### src/rtl/seg_scan_decoder.sv
// Samples a multiplexed 6-digit seven-segment bus, debounces each digit,
// decodes the glyphs back to hex nibbles and delivers 24-bit frames over valid/ready.
module seg_scan_decoder #(
    parameter int STABLE_CYCLES = 4,
    parameter int CNT_W         = 3
) (
    input  logic        clock,
    input  logic        resetn,
    input  logic [6:0]  seg_in,
    input  logic [5:0]  digit_sel,
    input  logic        value_ready,
    output logic [23:0] value,
    output logic [5:0]  digit_err,
    output logic        value_valid,
    output logic        overrun
);

    localparam logic [CNT_W-1:0] STABLE_MAX = CNT_W'(STABLE_CYCLES);
    localparam logic [CNT_W-1:0] STABLE_PRE = CNT_W'(STABLE_CYCLES - 1);

    // Returns {err, nibble}; illegal glyphs decode to nibble 0 with err set.
    function automatic logic [4:0] decode_glyph(input logic [6:0] seg);
        logic [4:0] res;
        case (seg)
            7'b0000001: res = 5'h00;
            7'b1001111: res = 5'h01;
            7'b0010010: res = 5'h02;
            7'b0000110: res = 5'h03;
            7'b1001100: res = 5'h04;
            7'b0100100: res = 5'h05;
            7'b0100000: res = 5'h06;
            7'b0001111: res = 5'h07;
            7'b0000000: res = 5'h08;
            7'b0000100: res = 5'h09;
            7'b0001000: res = 5'h0A;
            7'b1100000: res = 5'h0B;
            7'b0110001: res = 5'h0C;
            7'b1000010: res = 5'h0D;
            7'b0110000: res = 5'h0E;
            7'b0111000: res = 5'h0F;
            default:    res = 5'h10;
        endcase
        return res;
    endfunction

    function automatic logic is_one_hot(input logic [5:0] sel);
        return (sel != 6'd0) && ((sel & (sel - 6'd1)) == 6'd0);
    endfunction

    logic [6:0]       s_seg_r;
    logic [5:0]       s_sel_r;
    logic [CNT_W-1:0] cnt_r;
    logic [23:0]      slot_nib_r;
    logic [5:0]       slot_err_r;
    logic [5:0]       captured_r;

    logic             match_s;
    logic             accept_s;
    logic             full_s;
    logic             transfer_s;
    logic             store_s;
    logic [4:0]       dec_s;
    logic [CNT_W-1:0] cnt_next_s;
    logic [23:0]      slot_nib_next_s;
    logic [5:0]       slot_err_next_s;
    logic [5:0]       captured_next_s;
    logic             overrun_next_s;

    // Debounce, accept detection, slot buffer update and frame hand-off decision.
    always_comb begin
        match_s         = ({digit_sel, seg_in} == {s_sel_r, s_seg_r});
        dec_s           = decode_glyph(s_seg_r);
        cnt_next_s      = CNT_W'(1);
        slot_nib_next_s = slot_nib_r;
        slot_err_next_s = slot_err_r;
        captured_next_s = captured_r;

        if (match_s) begin
            if (cnt_r >= STABLE_MAX) begin
                cnt_next_s = STABLE_MAX;
            end else begin
                cnt_next_s = cnt_r + CNT_W'(1);
            end
        end else begin
            cnt_next_s = CNT_W'(1);
        end

        accept_s   = match_s && (cnt_r == STABLE_PRE) && is_one_hot(s_sel_r);
        full_s     = (captured_r == 6'b111111);
        transfer_s = full_s && (!value_valid || value_ready);
        // A stalled full buffer drops the accept; a transferring one takes it fresh.
        store_s    = accept_s && (!full_s || transfer_s);
        overrun_next_s = overrun | (accept_s && full_s && !transfer_s);

        if (transfer_s) begin
            captured_next_s = 6'b000000;
        end else begin
            captured_next_s = captured_r;
        end

        for (int i = 0; i < 6; i++) begin
            if (store_s && s_sel_r[i]) begin
                slot_nib_next_s[4*i +: 4] = dec_s[3:0];
                slot_err_next_s[i]        = dec_s[4];
                captured_next_s[i]        = 1'b1;
            end else begin
                slot_nib_next_s[4*i +: 4] = slot_nib_next_s[4*i +: 4];
            end
        end
    end

    // State and output registers.
    always_ff @(posedge clock or negedge resetn) begin
        if (!resetn) begin
            s_seg_r     <= 7'd0;
            s_sel_r     <= 6'd0;
            cnt_r       <= '0;
            slot_nib_r  <= 24'd0;
            slot_err_r  <= 6'd0;
            captured_r  <= 6'd0;
            value       <= 24'd0;
            digit_err   <= 6'd0;
            value_valid <= 1'b0;
            overrun     <= 1'b0;
        end else begin
            s_seg_r    <= seg_in;
            s_sel_r    <= digit_sel;
            cnt_r      <= cnt_next_s;
            slot_nib_r <= slot_nib_next_s;
            slot_err_r <= slot_err_next_s;
            captured_r <= captured_next_s;
            overrun    <= overrun_next_s;
            if (transfer_s) begin
                value       <= slot_nib_r;
                digit_err   <= slot_err_r;
                value_valid <= 1'b1;
            end else if (value_valid && value_ready) begin
                value_valid <= 1'b0;
            end else begin
                value_valid <= value_valid;
            end
        end
    end

endmodule

### config.mk
export PLATFORM = sky130hd
export DESIGN_NAME = seg_scan_decoder
export DESIGN_NICKNAME = d
export VERILOG_FILES = /design/src/rtl/seg_scan_decoder.sv
export SDC_FILE = /design/constraint.sdc
export NUM_CORES = 1
export LEC_CHECK = 0
export ABC_AREA = 1
export CAP_MARGIN = 15
export CORE_ASPECT_RATIO = 1.75
export CORE_UTILIZATION = 35
export DETAILED_ROUTE_END_ITERATION = 8
export GPL_TIMING_DRIVEN = 0
export PLACE_DENSITY = 0.6
export RECOVER_POWER = 25
export REMOVE_ABC_BUFFERS = 1
export SLEW_MARGIN = 40
export SYNTH_ARGS = -nofsm -noshare
export SYNTH_HDL_FRONTEND = slang
export SYNTH_SLANG_ARGS = --single-unit
### constraint.sdc
create_clock -name clock -period 1.6 [get_ports clock]
set_input_delay 0.48 -clock clock [delete_from_list [all_inputs] [get_ports clock]]
set_output_delay 0.48 -clock clock [all_outputs]
set_load 0.02 [all_outputs]
Word level (Yosys, flattened, before mapping)
Cells that the tools add are included.
{ "word_totals": {"regBits": 84, "output_inout_bits": 32} }
{ "op_classes": {"n_bitwise": 2, "magnitude_cmp": 1, "reduce_logical": 29, "n_eq_ne": 18, "n_mux": 12, "n_addsub": 2} }
{ "ops": {"columns": ["cell", "n"], "rows": [
  ["5-bit case mux with 16 select lines", 1],
  ["7-bit by 6-bit equality test with 1-bit output (second input constant)", 5],
  ["7-bit equality test (second input constant)", 4],
  ["7-bit by 3-bit equality test with 1-bit output (second input constant)", 2],
  ["7-bit by 4-bit equality test with 1-bit output (second input constant)", 2],
  ["1-bit logical AND", 14],
  ["2-bit nonzero test", 7],
  ["13-bit equality test", 1],
  ["1-bit two-way mux", 8],
  ["7-bit by 1-bit equality test with 1-bit output (second input constant)", 1],
  ["7-bit by 5-bit equality test with 1-bit output (second input constant)", 1],
  ["7-bit zero test", 1],
  ["6-bit bitwise AND", 1],
  ["6-bit equality test (second input constant)", 1],
  ["6-bit zero test", 1],
  ["3-bit two-way mux", 2],
  ["6-bit two-way mux", 1],
  ["6-bit nonzero test", 1],
  ["6-bit by 1-bit subtractor with 6-bit output (second input constant)", 1],
  ["3-bit by 1-bit adder with 3-bit output (second input constant)", 1],
  ["3-bit by 2-bit equality test with 1-bit output (second input constant)", 1],
  ["3-bit greater-or-equal comparator (second input constant)", 1],
  ["1-bit zero test", 3],
  ["1-bit logical OR", 2],
  ["1-bit bitwise OR", 1]
]} }

Depth between registers and ports, before layout
Gate-level depths: netlist (run 1).
{ "logic_depth": {"word_depth": 8, "ltp_mapped": 12} }

Worst setup path after synthesis (run 1)
OpenSTA, ideal clock, no wires.
{ "synth_path": {"kind": "register to register", "startpoint": "register cnt_r[0]", "endpoint": "register slot_err_r[0]", "n_path_buf": 1, "setup_time_ns": 0.065, "synth_period_minus_slack_ns": 1.594, "arrival_ns": 1.529, "path_slack_ns": 0.006, "path_stages_with_launch": 11, "required_time_ns": 1.535, "cell_sequence": "dfrtp_1 ha_1 ha_1 a21boi_1 nand3_2 nor2_4 nand3_2 nor2_4 buf_6 nand3_1 nand2_1"} }
{ "synth_between": {"elab_chain_cells": 5} }
{ "synth_lines": {"columns": ["element", "line_no", "text"], "rows": [
  ["start, declared", "52", "logic [CNT_W-1:0] cnt_r;"],
  ["start signal, assigned", "128", "cnt_r <= cnt_next_s;"],
  ["3-bit by 2-bit equality test with 1-bit output", "88", "accept_s = match_s && (cnt_r == STABLE_PRE) && is_one_hot(s_sel_r);"],
  ["1-bit logical AND (2 in a row)", "88", null],
  ["1-bit logical AND", "92", "store_s = accept_s && (!full_s || transfer_s);"],
  ["1-bit logical AND", "102", "if (store_s && s_sel_r[i]) begin"],
  ["end signal, assigned", "130", "slot_err_r <= slot_err_next_s;"],
  ["end, declared", "54", "logic [5:0] slot_err_r;"]
]} }
No other way between the ends.
A chain may end at the register's enable or synchronous reset.

Worst setup path in the final report (run 1)
{ "layout_path": {"startpoint": "register cnt_r[1]", "endpoint": "register slot_nib_r[9]"} }
{ "layout_between": {"elab_chain_cells": 5} }
{ "layout_lines": {"columns": ["element", "line_no", "text"], "rows": [
  ["3-bit by 2-bit equality test with 1-bit output", "88", null],
  ["1-bit logical AND (2 in a row)", "88", null],
  ["1-bit logical AND", "92", null],
  ["1-bit logical AND", "102", null],
  ["end signal, assigned", "129", "slot_nib_r <= slot_nib_next_s;"],
  ["end, declared", "53", "logic [23:0] slot_nib_r;"]
]} }
No other way between the ends.

==> impl_results.md, run 1 <==
* Status: finished, violations left
* Failing checks: setup timing
* CP max FO at 6
* Worst setup SP type: register
* Peak Freq at 539.1 MHz
* Top cell type by total area after synthesis: dfrtp_1
* CTS tree: yes
* Crit share post-route at 115.9%
* Slew at the pin closest to its max-slew limit at 0.9648 ns
* Layout cells sized above 1 at 17.30%
* Final Hold Vio Count at 0
* Overflow after GRT at 0
* Pre-CTS worst setup slack at -1.093 ns
* Clk sinks at 84
* CTS clock-pin slew for the worst setup and hold paths at 0.06 ns
* GRT Total Usage at 17.22%
* Util after Layout at 48.19%
* Mux cell area share after synthesis at 0%
* Via count at 3,431
* Final HPWL DP at 6.182 mm
* Average size of a mapped cell at 7.824 µm²
* Ranking of synthesized cells by area: dfrtp_1, nand2_1, nand3_1
* Post-synth top area share at 53.95%
* Multi-input logic area at 1678 µm²
* Leak pwr at 2.954 nW
* Port bufs at 47
* Synth Area in XOR/XNOR at 0.4496%
* CP Class: reg -> reg
* Yosys reg bits at 84
* Fin nets at 592
* Count of pins over their slew limit at 0
* Root Driver: clkbuf_16
* Number of antenna violations at the first check in global routing at 0
* Placement Rows at 50
* Yosys cell types at 23
* Layout Skew at 0.006501 ns
* Die Wd at 81.76 µm
* Max Cap Viol at 0
* Final ANT Viol Nets at 0
* Post-Synth Simple-Gate Area at 36.19%
* Adder-cell area share of the yosys netlist at 0.9634%
* Initial core utilization at 36.21%
* Relative slew slack at 35.68%
* Pin count of the biggest net entering global routing at 50
* Clk buf depth at 2
* Routed WL at 9.659 mm
* Mapped Area at 3896 µm²
* First-pass DRT Iterations at 4
* Register Area at 2111 µm²
* RSZ-0062 raised after global routing: yes
* Final WS setup at -0.2549 ns
* Clk_lat worst skew at 0.33 ns
* Arr. time, crit path at 2.07 ns
* Total CTS buffers at 9
* Final Critical Period at 1.855 ns
* Core area at 10,760 µm²
* Final setup viols at 36
* Io pins at 48
* First-pass GRT wire length at 15.10 mm
* Layout overhead on the synthesized area at 33.08%
* YS warnings at 0
* Overall die area at 11,570 µm²
* # DRC at 0
* Sequential share of the synthesized area at 53.95%
* Worst Path Required at 1.82 ns
* Fill cell count at 1,099
* H-Tree Level Count at 3
* Routed len/inst at 13.64 µm
* GP Congestion at 0.8462
* Starting DRT DRC Count at 209
* Worst hold slack at 0.2971 ns
* Worst min path class: in -> async
* Critical Path End Type: register
* Compound-Gate Fraction of Synth Area at 1.028%
* Drt via density at 4.846
* P per Cell Area at 865.8 nW/µm²
* Number of global-route vias before repair at 3,296
* Main combinational cell family by area after synthesis: simple AND/OR/NAND/NOR gates
* Synthesized instance count at 498
* Antenna diode count at 0
* Die Ht at 141.6 µm
* Max VDD drop at 0.0005510 V
layer usage:
metal | vias to the layer above | GRT usage (%) | part of all wire, %
met2 | 87 | 30.06 | 55
li1 | 1688 | - | -
met5 | - | 0 | 0
met1 | 1629 | 18.95 | 37
met4 | 0 | 9.418 | 3.9
met3 | 27 | 3.344 | 3.4
path summary, 6_finish.rpt:
check | startpoint | to | slack [ns] | cells after the start
setup / recovery | cnt_r[1] | slot_nib_r[9] | -0.25 | 9
hold / removal | resetn | s_seg_r[0] | 0.30 | 1
setup reg to reg | cnt_r[1] | slot_nib_r[9] | -0.25 | 9
hold reg to reg | value[10] | value[10] | 0.46 | 2
max in group asynchronous | resetn | s_sel_r[4] | 0.55 | 2
min in group clock | seg_in[0] | s_seg_r[0] | 0.42 | 1
cell type report:
class                           count  share of cell area (%)
Inverter                           44                   3.427
Multi-Input combinational cell    357                   32.36
Tap cell                          130                   3.137
Timing Repair inverter              1                  0.1689
Clock buffer                       13                   4.826
Clock inverter                      3                  0.8929
Timing Repair Buffer               76                   14.48
Sequential cell                    84                   40.71
placed cells by master, fill, tap and decap left out, types with 2 or more instances in the layout:
master and count:
nor2_4 9, nand2_2 11, nor2_1 31, nand2_1 239, dlygate4sd2_1 45, a21oi_1 2
buf_4 17, nand3_4 2, nor3_1 3, dfrtp_1 77, nor2_2 2, clkbuf_1 3
nand3_1 30, o21ai_0 2, nand4_1 7, nand3_2 10, inv_2 9, buf_6 5
dfrtp_2 7, clkbuf_16 11, inv_1 34, buf_12 4
critical path, stage by stage, from the launching register on:
cell	delay (ns)
dfrtp_1	0.36
ha_2	0.20
ha_4	0.13
a21boi_2	0.16
nand3_2	0.09
nor2_4	0.21
buf_6	0.13
nand4_1	0.23
nand2_1	0.16
nand2_1	0.06
stage by stage:
step	std cells	total power [mW]	cell area (µm²)	setup TNS, ns
after global routing	708	4.667	5185	-10.44
after CTS	693	4.526	4935	-5.545
after global placement	660	2.448	4405	-340.00
after floorplan	483	2.323	3772	-33.17
final	708	4.489	5185	-7.340
after detailed placement	661	2.461	4441	-63.22
logic make-up (layout without fill, tap and decap cells):
family          after synthesis  after routing
simple gates                343            345
flops                        84             84
buf+inv                      59            137
compound gates                7              7
fa+ha+maj                     3              3
xor+xnor                      2              2
Yosys cell counts (all sizes together):
library cell / n
buf: 12
a21oi: 2
clkinv: 1
dfrtp: 84
ha: 3
nand4: 7
clkbuf: 3
nor2: 40
o21bai: 1
inv: 43
xnor2: 2
nand3: 42
a21boi: 1
nand2: 250
nor3: 4
o21ai: 3
flip-flops by register name, indices dropped and copies added, names as in the netlist:
register,flops
cnt_r,3
slot_nib_r,24
s_sel_r,6
s_seg_r,7
value_valid,1
slot_err_r,6
overrun,1
captured_r,6
value,24
digit_err,6
timing repair:
action / CTS / global route
endpoints found under the setup margin: 101 / 69
cloned: 2 / 3
hold buffers: 0 / 0
gates resized for setup: 77 / 19
setup buffers: 14 / 12
pin swaps: 20 / 18
power by group:
part / leakage, nW / total (mW) / internal (mW) / switching, mW
Combinational: 1.69 / 0.256 / 0.0841 / 0.172
Clock: 0.140 / 2.05 / 1.26 / 0.797
Sequential: 1.13 / 2.18 / 2.15 / 0.0349
Total: 2.95 / 4.49 / 3.49 / 1.00
(Power assumes the default switching activity.)
==> run 2, diff against run 1 <==
--- a/config.mk
+++ b/config.mk
@@ -8,13 +8,15 @@
 export ABC_AREA = 1
 export CAP_MARGIN = 15
 export CORE_ASPECT_RATIO = 1.75
+export CORE_MARGIN = 2
 export CORE_UTILIZATION = 35
 export DETAILED_ROUTE_END_ITERATION = 8
 export GPL_TIMING_DRIVEN = 0
-export PLACE_DENSITY = 0.6
+export PLACE_DENSITY = 0.58
 export RECOVER_POWER = 25
 export REMOVE_ABC_BUFFERS = 1
 export SLEW_MARGIN = 40
 export SYNTH_ARGS = -nofsm -noshare
 export SYNTH_HDL_FRONTEND = slang
 export SYNTH_SLANG_ARGS = --single-unit
+export TNS_END_PERCENT = 30
==> constraint.sdc (replaced) <==
create_clock -name clock -period 2.35 [get_ports clock]
set_input_delay 0.705 -clock clock [delete_from_list [all_inputs] [get_ports clock]]
set_output_delay 0.705 -clock clock [all_outputs]
set_load 0.02 [all_outputs]
==> run 2 against run 1 <==
Against the previous run: the flow finishes with violations (capacitance limit, slew limit); clock power decreased by 32%; sequential share of layout area increased by 3.4 points; power decreased by 32%; non-clock buffer count decreased by 27; cell count decreased by 3.8%; critical path type is now in -> reg; critical endpoint is now slot_nib_r[3]; largest power group unchanged.
==> impl_results.md, run 2 (synthesis gave the netlist of run 1 again) <==
* Status: finished, violations left
* Failing checks: capacitance limit, slew limit
* Most common cell after layout, fill and taps aside: nand2_1
* Via count at 3,176 (-7.4%)
* H-Tree Level Count at 3 (unchanged)
* Die Wd at 83.76 µm (+2.4%)
* Worst r2r src: cnt_r[0]
* Most frequent cells in the layout: nand2_1, dfrtp_1, clkdlybuf4s50_1, nand3_1, inv_1
* CP max FO at 15 (+9)
* Pin count of the biggest net entering global routing at 58 (+16%)
* Clk_lat worst skew at 0.34 ns (about the same)
* Io pins at 48 (unchanged)
* Routed len/inst at 12.19 µm (-11%)
* Drt via density at 4.664 (-3.8%)
* Largest regs: slot_nib_r x24, value x24, s_seg_r x7
* Port bufs at 47 (unchanged)
* Hold_sp: cnt_r[2]
* Clk sinks at 84 (unchanged)
* Fill cell count at 1,133 (+3.1%)
* Clk buf depth at 2 (unchanged)
* Final WS setup at 0.1931 ns (+0.4481 ns)
* Layout cells sized above 1 at 7.104% (-10 points)
* Final setup viols at 0 (-100%)
* Antenna diode count at 0 (unchanged)
* Worst min path class: reg -> reg
* Register Area at 2102 µm² (-0.41%)
* Layout Skew at 0.006967 ns (+0.0004662 ns)
* Final HPWL DP at 6.092 mm (-1.5%)
* Slew at the pin closest to its max-slew limit at 1.638 ns (+0.6730 ns)
* Overall die area at 12,030 µm² (+3.9%)
* Arr. time, crit path at 2.43 ns (+0.36 ns)
* Final Hold Vio Count at 0 (unchanged)
* GP Congestion at 0.8915 (+5.4%)
* First-pass DRT Iterations at 4 (unchanged)
* Post-route cell area at 4770 µm² (-8.0%)
* Routed WL at 8.301 mm (-14%)
* Dpl cell area at 4443 µm² (about the same)
* Pre-CTS worst setup slack at -0.5018 ns (+0.5909 ns)
* CP startpoint: seg_in[1]
* RSZ-0062 raised after global routing: no
* P per Cell Area at 636.5 nW/µm² (-26%)
* Max VDD drop at 0.0003390 V (-38%)
* Peak Freq at 463.6 MHz
* CP Class: in -> reg
* Multi-input logic area at 1524 µm² (-9.2%)
* Critical Path End Type: register
* Final Critical Period at 2.157 ns
* First-pass GRT wire length at 13.83 mm (-8.4%)
* Placement Rows at 51 (+2.0%)
* # DRC at 0 (unchanged)
* Initial core utilization at 35.50% (-0.71 points)
* Number of antenna violations at the first check in global routing at 0 (unchanged)
* Number of global-route vias before repair at 3,042 (-7.7%)
* CTS clock-pin slew for the worst setup and hold paths at 0.06 ns (about the same)
* Total Power at 3.036 mW (-32%)
* Leak pwr at 2.606 nW (-12%)
* Worst Path Required at 2.63 ns (+0.81 ns)
* Final ANT Viol Nets at 0 (unchanged)
* Core area at 10,980 µm² (+2.0%)
* Total CTS buffers at 9 (unchanged)
* Worst setup SP type: primary input
* CTS tree: yes
* Die Ht at 143.6 µm (+1.4%)
* Root Driver: clkbuf_16
* Max Cap Viol at 1 (+1)
* Count of pins over their slew limit at 28 (+28)
* Crit share post-route at 91.78%
* Layout overhead on the synthesized area at 22.41%
* Relative slew slack at -9.187% (-45 points)
* Starting DRT DRC Count at 152 (-27%)
* Overflow after GRT at 0 (unchanged)
* Fin nets at 563 (-4.9%)
* Worst hold slack at 0.4545 ns (+0.1574 ns)
* CTS Hold Buffers Added at 0 (unchanged)
* GRT Total Usage at 14.74% (-2.5 points)
run 2: cell count changes in the layout (fill, tap and decap cells not counted), sizes merged:
cell           change
clkbuf             -5
nor2               -1
clkdlybuf4s50     +45
buf               -25
dlygate4sd2       -45
clkinv             +2
run 2: repair_timing:
action	in CTS	in global routing
cloned	0	1
pin swaps	0	2
buffers inserted	0	1
endpoints found under the setup margin	34	64
resized for setup	1	3
run 2: worst max-delay path, cell delays in order:
cell	delay, ns
clkdlybuf4s50_1	0.50
inv_1	0.05
nand2_1	0.13
nand2_1	0.07
nor2_1	0.09
nand2_1	0.07
nor2_1	0.12
nand3_2	0.15
nor2_4	0.35
nand3_1	0.12
nand2_1	0.08
run 2: final cells by class:
class	instances	share of cell area, %
sequential	84	44.07
multi-input combinational	356	31.95
timing repair buffer	49	10.73
clock buffer	10	4.801
inverter	44	3.620
tap	132	3.463
clock inverter	6	1.364
run 2: routing by layer:
layer	part of all wire (%)	track usage, %	wire length (µm)
met5	0	0	0
met4	4.5	11.63	377
met3	3.8	2.355	318
met2	52	25.81	4335
met1	39	15.59	3270
run 2: path summary, 6_finish.rpt:
kind                       slack [ns]  cells past startpoint            end
max reg2reg                      0.38                      9  slot_nib_r[3]
max                              0.19                     11  slot_nib_r[3]
max in group asynchronous        0.61                      2  slot_nib_r[3]
min                              0.45                      1       cnt_r[0]
min reg2reg                      0.45                      1       cnt_r[0]
min in group asynchronous        0.77                      1     s_seg_r[0]
run 2: power by group:
part	switching [mW]	total [mW]	internal [mW]
clock network	0.567	1.39	0.823
logic	0.104	0.161	0.0571
registers	0.0253	1.48	1.46
run 2: metrics by stage:
stage / util (%) / setup TNS, ns / std cells
2_1_floorplan: - / -6.377 / 483
3_3_place_gp: 40.16 / -256.20 / 662
3_5_place_dp: 40.48 / -25.00 / 663
4_1_cts: 43.19 / 0 / 679
5_1_grt: 43.46 / 0 / 681
6_report: 43.46 / 0 / 681
==> RTL edit (flow settings as in run 1) <==
Change the parameter `CNT_W` from 3 to 6.
--- a/src/rtl/seg_scan_decoder.sv
+++ b/src/rtl/seg_scan_decoder.sv
@@ -4,3 +4,3 @@
     parameter int STABLE_CYCLES = 4,
-    parameter int CNT_W         = 3
+    parameter int CNT_W         = 6
 ) (
Behaviour: same outputs for any inputs over 10 cycles, from zero or initial values and one cycle with resetn low; that may be too few to reach the edited logic, so the function may still have changed.
==> RTL edit against run 1 <==
- the run still ends with negative setup slack left
- sequential power grew 3%
- via count up 4.9%
- routed wire length increased by 9.2%
- area after synthesis up 4.1%
- design area up 11%
- sequential cell count up 3
- total power is 1.3% higher
- worst setup slack improved by 0.17 ns
- critical path type unchanged
- critical endpoint is now slot_err_r[0]
- highest routed layer unchanged
==> RTL edit: results (changes against run 1) <==
| Metric | Value |
|---|---|
| Outcome | `finished, violations left (unchanged)` |
| Failing checks | `negative setup slack (unchanged)` |
| Placed insts | `680 (was 661)` |
| Final wirelength | `10.55 mm (was 9.659 mm)` |
| Post-synth cell types | `24 (was 23)` |
| # setup viols final | `30 (was 36)` |
| Post-synthesis area per instance | `7.874 µm² (was 7.824 µm²)` |
| Overall Global Routing Usage | `0.1792 (was 0.1722)` |
| Fin worst setup slack | `-0.08778 ns (was -0.2549 ns)` |
| FF-to-FF End | `slot_err_r[0] (was slot_nib_r[9])` |
| Hold slack final | `0.2917 ns (was 0.2971 ns)` |
| Seq/Total Area, Yosys | `0.5369 (was 0.5395)` |
| Metal3 WL | `327 µm (was 333 µm)` |
| Relative slew slack | `0.3301 (was 0.3568)` |
| Maximum vdd drop | `0.5401 mV (was 0.5510 mV)` |
| Layout cells sized above 1 | `0.2773 (was 0.1730)` |
| GP Congestion | `0.9443 (was 0.8462)` |
| Int Power | `3.442 mW (was 3.486 mW)` |
| GRT met2 Usage | `0.3395 (was 0.3006)` |
| Crit path DAT | `1.97 ns (was 2.07 ns)` |
| Top post-synthesis cells by area | `dfrtp_1 54%, nand2_1 24%, nand4_1 3.9% (was dfrtp_1 54%, nand2_1 24%, nand3_1 5.1%)` |
| Placed Instance Area | `0.004626 mm² (was 0.004441 mm²)` |
| Pin count of the biggest net entering global routing | `52 (was 50)` |
| Met2 wire length | `5.995 mm (was 5.350 mm)` |
| Nets | `626 (was 592)` |
| Synth top cells by count | `262 x nand2_1, 87 x dfrtp_1, 35 x inv_1, 35 x nor2_1, 25 x nand4_1 (was 247 x nand2_1, 84 x dfrtp_1, 40 x nand3_1, 35 x inv_1, 34 x nor2_1)` |
| Pwr/cell area | `789.9 mW/mm² (was 865.8 mW/mm²)` |
| Post-DP HPWL | `6.346 mm (was 6.182 mm)` |
[RTL edit: changes by cell type in the layout (fill, tap and decap cells not counted), moves of 6 or more]
cell / run 1 / this run
nor2_1: 31 / 21
nand4_1: 7 / 25
nand3_1: 30 / 5
nand2_2: 11 / 26
nand4_4: 0 / 6
buf_4: 17 / 26
nand2_4: 0 / 6
nor2_2: 2 / 9
nand2_1: 239 / 232
[RTL edit: what timing repair did]
action                     CTS  global route
gates resized for setup    111            53
pin swaps                   39            39
buffers inserted            26            18
setup endpoints to repair  101            69
cloned                       4             3
[RTL edit: kinds of logic (layout without fill, tap and decap cells)]
logic type | Yosys count | count (layout) | share of synthesized area
AOI/OAI and AO/OA | 3 | 3 | 0.004320
adders and majority gates | 2 | 2 | 0.006170
buffers and inverters | 64 | 157 | 0.07066
DFF | 87 | 87 | 0.5369
other | 1 | 3 | 0.0009248
and+or+nand+nor | 358 | 361 | 0.3811
[RTL edit: final cells by class]
type                            count  share of cell area
Sequential cell                    87              0.3808
Timing Repair inverter              3            0.006738
Timing Repair Buffer               91              0.1567
Tap cell                          132             0.02869
Multi-Input combinational cell    369              0.3406
Inverter                           47             0.03738
Clock inverter                      6            0.007607
Clock buffer                       10             0.04151
[RTL edit: worst max-delay path by stage]
stage,start,to,depth (start not counted)
global route,cnt_r[1],slot_err_r[0],10
detailed placement,value_ready,value[6],6
floorplan,captured_r[2],captured_r[0],7
finish,cnt_r[1],slot_err_r[0],10
CTS,s_sel_r[4],slot_nib_r[10],12
global placement,resetn,value[2],1
[RTL edit: power by group through the flow]
stage	clock, mW	sequential (mW)	combinational [mW]
final	1.97	2.25	0.320
after global routing	2.10	2.26	0.360
after CTS	2.03	2.25	0.286
after detailed placement	0	2.30	0.238
after global placement	0	2.30	0.225
after floorplan	0	2.29	0.112
